`src/rtl/kamus_pkg.sv`:
```
// Shared types and helpers for the kamus-v core: memory access sizes, MEM
// stage FSM states, WB select encoding and L1D store/alignment helpers.
package kamus_pkg;

  typedef enum logic [1:0] {
    MEM_B = 2'b00,
    MEM_H = 2'b01,
    MEM_W = 2'b10
  } mem_size_e;

  typedef enum logic [1:0] {
    MEM_IDLE = 2'b00,
    MEM_REQ  = 2'b01,
    MEM_RSP  = 2'b10
  } mem_state_e;

  typedef enum logic [1:0] {
    ALU_RESULT = 2'b00,
    MEM_RESULT = 2'b01
  } wb_sel_e;

  function automatic logic [3:0] store_be(input mem_size_e size, input logic [1:0] lo);
    case (size)
      MEM_B:   return 4'b0001 << lo;
      MEM_H:   return 4'b0011 << lo;
      default: return 4'b1111;
    endcase
  endfunction

  // Narrow stores replicate the datum so L1D can pick any lane via byte enables.
  function automatic logic [31:0] store_wdata(input mem_size_e size, input logic [31:0] d);
    case (size)
      MEM_B:   return {4{d[7:0]}};
      MEM_H:   return {2{d[15:0]}};
      default: return d;
    endcase
  endfunction

  function automatic logic is_misaligned(input mem_size_e size, input logic [1:0] lo);
    case (size)
      MEM_B:   return 1'b0;
      MEM_H:   return lo[0];
      default: return (lo != 2'b00);
    endcase
  endfunction

  function automatic logic [31:0] force_align(input mem_size_e size, input logic [31:0] addr);
    case (size)
      MEM_B:   return addr;
      MEM_H:   return {addr[31:1], 1'b0};
      default: return {addr[31:2], 2'b00};
    endcase
  endfunction

endpackage

```
`src/rtl/kamus_load_align.sv`:
```
// Load data alignment: selects the addressed byte/halfword from the L1D word
// and sign- or zero-extends it to 32 bits.
module kamus_load_align
  import kamus_pkg::*;
(
  input  logic [31:0] rdata,
  input  logic [1:0]  addr_lo,
  input  mem_size_e   size,
  input  logic        is_unsigned,
  output logic [31:0] data
);

  logic [31:0] shifted;

  always_comb begin
    shifted = 32'h0;
    data    = rdata;
    case (size)
      MEM_B: begin
        shifted = rdata >> {addr_lo, 3'b000};
        data    = {{24{~is_unsigned & shifted[7]}}, shifted[7:0]};
      end
      MEM_H: begin
        shifted = rdata >> {addr_lo[1], 4'b0000};
        data    = {{16{~is_unsigned & shifted[15]}}, shifted[15:0]};
      end
      default: data = rdata;
    endcase
  end

endmodule

```
`src/rtl/kamus_mem_stage.sv`:
```
// kamus-v MEM stage: L1D request/grant/rvalid sequencing plus the MEM/WB register.
// Define KAMUS_MISALIGN_TRAP_EN to trap misaligned accesses instead of force-aligning them.
module kamus_mem_stage
  import kamus_pkg::*;
#(
  parameter int unsigned RSP_TIMEOUT = 0
) (
  input  logic        clk_i,
  input  logic        rst_ni,
  input  logic        ex_valid_i,
  output logic        ex_ready_o,
  input  logic [31:0] ex_rslt_i,
  input  logic [31:0] store_data_i,
  input  logic        mem_rd_i,
  input  logic        mem_wr_i,
  input  logic [1:0]  mem_size_i,
  input  logic        mem_unsigned_i,
  input  logic        regfile_wr_en_i,
  input  logic [1:0]  wb_mux_sel_i,
  input  logic [4:0]  rd_addr_i,
  output logic        l1d_req_o,
  output logic        l1d_we_o,
  output logic [31:0] l1d_addr_o,
  output logic [31:0] l1d_wdata_o,
  output logic [3:0]  l1d_be_o,
  input  logic        l1d_gnt_i,
  input  logic        l1d_rvalid_i,
  input  logic [31:0] l1d_rdata_i,
  output logic        regfile_wr_en_o,
  output logic [4:0]  rd_addr_o,
  output logic [31:0] ex_rslt_o,
  output logic [31:0] l1d_rd_data_o,
  output logic [1:0]  wb_mux_sel_o,
  output logic        misalign_o,
  output logic        bus_err_o
);

  localparam bit          TO_EN   = (RSP_TIMEOUT > 0);
  localparam int unsigned CNT_W   = (RSP_TIMEOUT > 1) ? $clog2(RSP_TIMEOUT + 1) : 1;
  localparam int unsigned TO_LAST = (RSP_TIMEOUT > 0) ? RSP_TIMEOUT - 1 : 0;

  mem_state_e state_reg, state_next;

  // Access latched at acceptance
  logic [31:0] addr_reg;
  logic [31:0] rslt_reg;
  logic [31:0] wdata_reg;
  logic [3:0]  be_reg;
  logic        we_reg;
  mem_size_e   size_reg;
  logic        unsigned_reg;
  logic        wr_en_reg;
  logic [4:0]  rd_reg;
  logic [1:0]  mux_reg;
  logic        req_reg;
  logic [CNT_W-1:0] cnt_reg;

  // MEM/WB register
  logic        wb_wr_en_reg;
  logic [4:0]  wb_rd_reg;
  logic [31:0] wb_rslt_reg;
  logic [31:0] wb_data_reg;
  logic [1:0]  wb_mux_reg;
  logic        bus_err_reg;

  mem_size_e   size_in;
  logic        is_mem;
  logic        misalign_hit;
  logic [31:0] addr_in;
  logic [31:0] load_data;

  logic fire_alu, fire_store, fire_load, start_mem, trap, timeout;

  assign size_in = mem_size_e'(mem_size_i);
  assign is_mem  = mem_rd_i | mem_wr_i;

`ifdef KAMUS_MISALIGN_TRAP_EN
  assign misalign_hit = is_mem & is_misaligned(size_in, ex_rslt_i[1:0]);
  assign addr_in      = ex_rslt_i;
`else
  assign misalign_hit = 1'b0;
  assign addr_in      = force_align(size_in, ex_rslt_i);
`endif

  kamus_load_align u_load_align (
    .rdata       (l1d_rdata_i),
    .addr_lo     (addr_reg[1:0]),
    .size        (size_reg),
    .is_unsigned (unsigned_reg),
    .data        (load_data)
  );

  always_ff @(posedge clk_i or negedge rst_ni) begin
    if (!rst_ni) state_reg <= MEM_IDLE;
    else         state_reg <= state_next;
  end

  always_comb begin
    state_next = state_reg;
    fire_alu   = 1'b0;
    fire_store = 1'b0;
    fire_load  = 1'b0;
    start_mem  = 1'b0;
    trap       = 1'b0;
    timeout    = 1'b0;
    case (state_reg)
      MEM_IDLE: begin
        if (ex_valid_i) begin
          if (!is_mem) begin
            fire_alu = 1'b1;
          end else if (misalign_hit) begin
            trap = 1'b1;
          end else begin
            start_mem  = 1'b1;
            state_next = MEM_REQ;
          end
        end
      end
      MEM_REQ: begin
        if (l1d_gnt_i) begin
          if (we_reg) begin
            fire_store = 1'b1;
            state_next = MEM_IDLE;
          end else if (l1d_rvalid_i) begin
            fire_load  = 1'b1;
            state_next = MEM_IDLE;
          end else begin
            state_next = MEM_RSP;
          end
        end
      end
      MEM_RSP: begin
        if (l1d_rvalid_i) begin
          fire_load  = 1'b1;
          state_next = MEM_IDLE;
        end else if (TO_EN && (cnt_reg == CNT_W'(TO_LAST))) begin
          timeout    = 1'b1;
          state_next = MEM_IDLE;
        end
      end
      default: state_next = MEM_IDLE;
    endcase
  end

  always_ff @(posedge clk_i or negedge rst_ni) begin
    if (!rst_ni) begin
      addr_reg     <= '0;
      rslt_reg     <= '0;
      wdata_reg    <= '0;
      be_reg       <= '0;
      we_reg       <= 1'b0;
      size_reg     <= MEM_B;
      unsigned_reg <= 1'b0;
      wr_en_reg    <= 1'b0;
      rd_reg       <= '0;
      mux_reg      <= '0;
      req_reg      <= 1'b0;
      cnt_reg      <= '0;
    end else begin
      if (start_mem) begin
        addr_reg     <= addr_in;
        rslt_reg     <= ex_rslt_i;
        wdata_reg    <= store_wdata(size_in, store_data_i);
        be_reg       <= store_be(size_in, addr_in[1:0]);
        we_reg       <= mem_wr_i;
        size_reg     <= size_in;
        unsigned_reg <= mem_unsigned_i;
        wr_en_reg    <= regfile_wr_en_i;
        rd_reg       <= rd_addr_i;
        mux_reg      <= wb_mux_sel_i;
        req_reg      <= 1'b1;
      end else if (state_reg == MEM_REQ && l1d_gnt_i) begin
        req_reg <= 1'b0;
      end
      // Held at zero through REQ so it is clear on the first RSP cycle
      if (state_reg == MEM_RSP) cnt_reg <= cnt_reg + 1'b1;
      else                      cnt_reg <= '0;
    end
  end

  always_ff @(posedge clk_i or negedge rst_ni) begin
    if (!rst_ni) begin
      wb_wr_en_reg <= 1'b0;
      wb_rd_reg    <= '0;
      wb_rslt_reg  <= '0;
      wb_data_reg  <= '0;
      wb_mux_reg   <= '0;
      bus_err_reg  <= 1'b0;
    end else begin
      wb_wr_en_reg <= 1'b0;
      bus_err_reg  <= timeout;
      if (fire_alu) begin
        wb_wr_en_reg <= regfile_wr_en_i;
        wb_rd_reg    <= rd_addr_i;
        wb_rslt_reg  <= ex_rslt_i;
        wb_data_reg  <= '0;
        wb_mux_reg   <= wb_mux_sel_i;
      end else if (fire_store) begin
        wb_rd_reg   <= rd_reg;
        wb_rslt_reg <= rslt_reg;
        wb_mux_reg  <= mux_reg;
      end else if (fire_load) begin
        wb_wr_en_reg <= wr_en_reg;
        wb_rd_reg    <= rd_reg;
        wb_rslt_reg  <= rslt_reg;
        wb_data_reg  <= load_data;
        wb_mux_reg   <= mux_reg;
      end
    end
  end

`ifdef KAMUS_MISALIGN_TRAP_EN
  logic misalign_reg;
  always_ff @(posedge clk_i or negedge rst_ni) begin
    if (!rst_ni) misalign_reg <= 1'b0;
    else         misalign_reg <= trap;
  end
  assign misalign_o = misalign_reg;
`else
  assign misalign_o = 1'b0;
`endif

  assign ex_ready_o      = (state_reg == MEM_IDLE);
  assign l1d_req_o       = req_reg;
  assign l1d_we_o        = we_reg;
  assign l1d_addr_o      = {addr_reg[31:2], 2'b00};
  assign l1d_wdata_o     = wdata_reg;
  assign l1d_be_o        = be_reg;
  assign regfile_wr_en_o = wb_wr_en_reg;
  assign rd_addr_o       = wb_rd_reg;
  assign ex_rslt_o       = wb_rslt_reg;
  assign l1d_rd_data_o   = wb_data_reg;
  assign wb_mux_sel_o    = wb_mux_reg;
  assign bus_err_o       = bus_err_reg;

endmodule

```
`config.mk`:
```
export PLATFORM = sky130hd
export DESIGN_NAME = kamus_mem_stage
export DESIGN_NICKNAME = d
export VERILOG_FILES = /design/src/rtl/kamus_pkg.sv /design/src/rtl/kamus_load_align.sv /design/src/rtl/kamus_mem_stage.sv
export SDC_FILE = /design/constraint.sdc
export NUM_CORES = 1
export LEC_CHECK = 0
export CAP_MARGIN = 20
export CORE_MARGIN = 4
export CORE_UTILIZATION = 45
export DETAILED_ROUTE_END_ITERATION = 7
export PLACE_DENSITY_LB_ADDON = 0.15
export SLEW_MARGIN = 20
export SYNTH_ARGS = -nofsm -noshare
export SYNTH_HDL_FRONTEND = slang
export SYNTH_HIERARCHICAL = 1
export SYNTH_SLANG_ARGS = --single-unit
```
`constraint.sdc`:
```
create_clock -name clk_i -period 3.75 [get_ports clk_i]
set_clock_uncertainty 0.15 [all_clocks]
set_input_delay 0.75 -clock clk_i [delete_from_list [all_inputs] [get_ports clk_i]]
set_output_delay 0.75 -clock clk_i [all_outputs]
set_load 0.01 [all_outputs]
```
==> flow_metrics.env <==
export IMPL_finalMaxSlewViolations=0
export IMPL_cpPeakStageDelay_ns=0.64
export IMPL_hpwlAfterDp_mm=15.4
export IMPL_crit_path_start_kind="register"
export IMPL_critPathKind="register to output pin"
export IMPL_clk_latency_ns=0.43
export IMPL_coreArea_mm2=0.0174
export IMPL_gp_congestion=0.839
export IMPL_syn_cell_area_mm2=0.00806
export IMPL_netlist_area_leader_share=0.488
export IMPL_cts_setup_buffers=0
export IMPL_htreeDepth=4
export IMPL_route_met3_wl_mm=2.04
export IMPL_root_buffer="clkbuf_16"
export IMPL_grt_pass1_vias=6918
export IMPL_grt_first_pass_wirelength_mm=37.0
export IMPL_crit_arrival_ns=1.86
export IMPL_avgSynthCellArea_um2=10.2
export IMPL_power_density_mw_per_mm2=818
export IMPL_slew_headroom=0.375
export IMPL_die_area_mm2=0.0201
export IMPL_row_count=48
export IMPL_hold_worst_slack_ns=0.222
export IMPL_synth_cell_types=49
export IMPL_overflow=0
export IMPL_antenna_found_initial=0
export IMPL_synthesis_instances=787
export IMPL_dpl_cell_area_mm2=0.0105
export IMPL_die_h_um=142
export IMPL_vias_per_cell=5.63
export IMPL_ys_top_cells_by_area="dfrtp_1, mux2_2, o21ai_0"
export IMPL_drt_total_wl_mm=23.3
export IMPL_hold_viol=0
export IMPL_cts_sink_count=157
export IMPL_synth_edf_count=0
export IMPL_final_common_cell="clkdlybuf4s50_1"
export IMPL_rsz0062_at_grt="false"
export IMPL_met1Wirelength_mm=9.91
export IMPL_clk_path_buf_depth=2
export IMPL_numCtsBuffers=17
export IMPL_drt_initial_drc_count=481
export IMPL_ys_flop_type="dfrtp_1"
export IMPL_routed_top_layer="met4"
export IMPL_setup_violations=0
export IMPL_path_max_fanout=6
export IMPL_finalCritPeriodShare=0.735
export IMPL_hold_buffers=0
export IMPL_io_buffer_count=254
export IMPL_synth_seq_cells=157
export IMPL_min_path_type="input pin to asynchronous set/reset pin"
export IMPL_clk_pin_slew_ns=0.07
export IMPL_ant_nets=0
export IMPL_grtUsageTotal=0.231
export IMPL_cp_cell_sequence="inv_1 > ha_1 > clkdlybuf4s50_1"
export IMPL_drive_gt1_frac=0.142
export IMPL_async_flop_share=1.00
export IMPL_worst_pin_slew_ns=0.938
export IMPL_yosysSeqAreaShare=0.488
export IMPL_cts_resized=0
export IMPL_yosysTopAreaCell="dfrtp_1"
export IMPL_synth_warnings=6
export IMPL_fmax_ghz=0.363
export IMPL_vias=6816
export IMPL_syn_to_final_growth_pct=37.7
export IMPL_drc=0
export IMPL_crit_start="state_reg[0]"
export IMPL_nFillCells=1467
export IMPL_endpoint_kind="output pin"
export IMPL_fin_area_mm2=0.0111
export IMPL_diodes=0
export IMPL_period_needed_ns=2.76
export IMPL_fin_nets=1090
export IMPL_ios=259
export IMPL_initial_core_util=0.463
export IMPL_reg2reg_from="size_reg[1]"
export IMPL_detail_route_wl_per_cell_um=19.2
export IMPL_cellLeakagePower_nw=4.49
export IMPL_layout_common_cells="clkdlybuf4s50_1, dfrtp_1, o21ai_0"
export IMPL_maxCapViolations=0
export IMPL_irDropWorstVdd_mv=0.397
export IMPL_worst_ep_required_time_ns=2.85
export IMPL_cts_tree="yes"
export IMPL_dr_pass1_iters=5
export IMPL_setup_tns_ns=0
export IMPL_met2WireLength_mm=10.9
export IMPL_critPathSlowestCell="clkdlybuf4s50_1"
export IMPL_grt_max_degree=83
export IMPL_die_x_um=142
export IMPL_outcome="finished clean"
-- cells by family (layout without fill, tap and decap cells) --
group / count (synthesis) / after routing / share of synthesized area
other: 1 / 4 / 0.000465
flip-flops: 157 / 157 / 0.488
adder cells (fa/ha/maj): 3 / 3 / 0.00466
AO/OA/AOI/OAI: 268 / 268 / 0.208
AND/OR/NAND/NOR: 146 / 146 / 0.0865
multiplexers: 95 / 95 / 0.129
buffers and inverters: 117 / 313 / 0.0832
-- cells in the mapped netlist (2+ instances only) --
library cell	number
nand2b_1	2
mux2i_1	34
clkbuf_2	2
nor2_1	39
a221o_1	9
a22o_1	8
a21oi_1	74
dfrtp_1	157
buf_6	5
o21ai_2	10
clkbuf_1	29
inv_1	6
o31ai_1	33
ha_1	3
a31oi_1	39
o21ai_0	78
nand4_1	33
buf_4	40
buf_2	33
nand2_1	59
a21oi_2	2
mux2_1	3
o221a_2	8
mux2_2	56
-- critical path, delay by kind of cell (launching register included) --
kind / cells / cell delay, ns
buf+inv: 2 / 0.73
flops: 1 / 0.40
fa+ha+maj: 1 / 0.30
-- area by class of cell --
type	count	area, um^2	area share
Clock buffer	17	425	0.0383
Clock inverter	15	175	0.0158
Inverter	7	26.3	0.00237
Multi-Input combinational cell	516	3490	0.314
Sequential cell	157	3930	0.354
Tap cell	225	282	0.0254
Timing Repair Buffer	274	2770	0.250
-- per-layer routing --
metal / track usage / vias up
li1: - / 3231
met1: 0.303 / 3306
met2: 0.363 / 245
met3: 0.0765 / 34
met4: 0.0737 / 0
met5: 0 / -
-- worst paths after layout --
kind / end / slack, ns / depth (start not counted)
max: ex_ready_o / 0.99 / 3
min: l1d_rd_data_o[18] / 0.22 / 1
max reg2reg: l1d_rd_data_o[6] / 1.26 / 5
min reg2reg: l1d_wdata_o[22] / 0.33 / 2
max in group asynchronous: l1d_we_o / 2.43 / 2
min in group clk_i: l1d_wdata_o[22] / 0.33 / 2
-- report_power, final --
group	switching, mW	internal (mW)	leakage [nW]
Clock	0.778	1.01	0.291
Combinational	2.06	2.22	2.28
Sequential	0.541	2.47	1.92
-- through the flow --
step / utilization / cells / worst slack (ns) / power [mW]
detailed placement: 0.603 / 1179 / 0.944 / 7.33
CTS: 0.637 / 1211 / 0.963 / 9.15
finish: 0.637 / 1211 / 0.993 / 9.07
global route: 0.637 / 1211 / 0.890 / 9.63
global placement: 0.603 / 1179 / 0.972 / 7.27
floorplan: - / 790 / 1.73 / 5.44
Power figures use the tool's default switching activity.
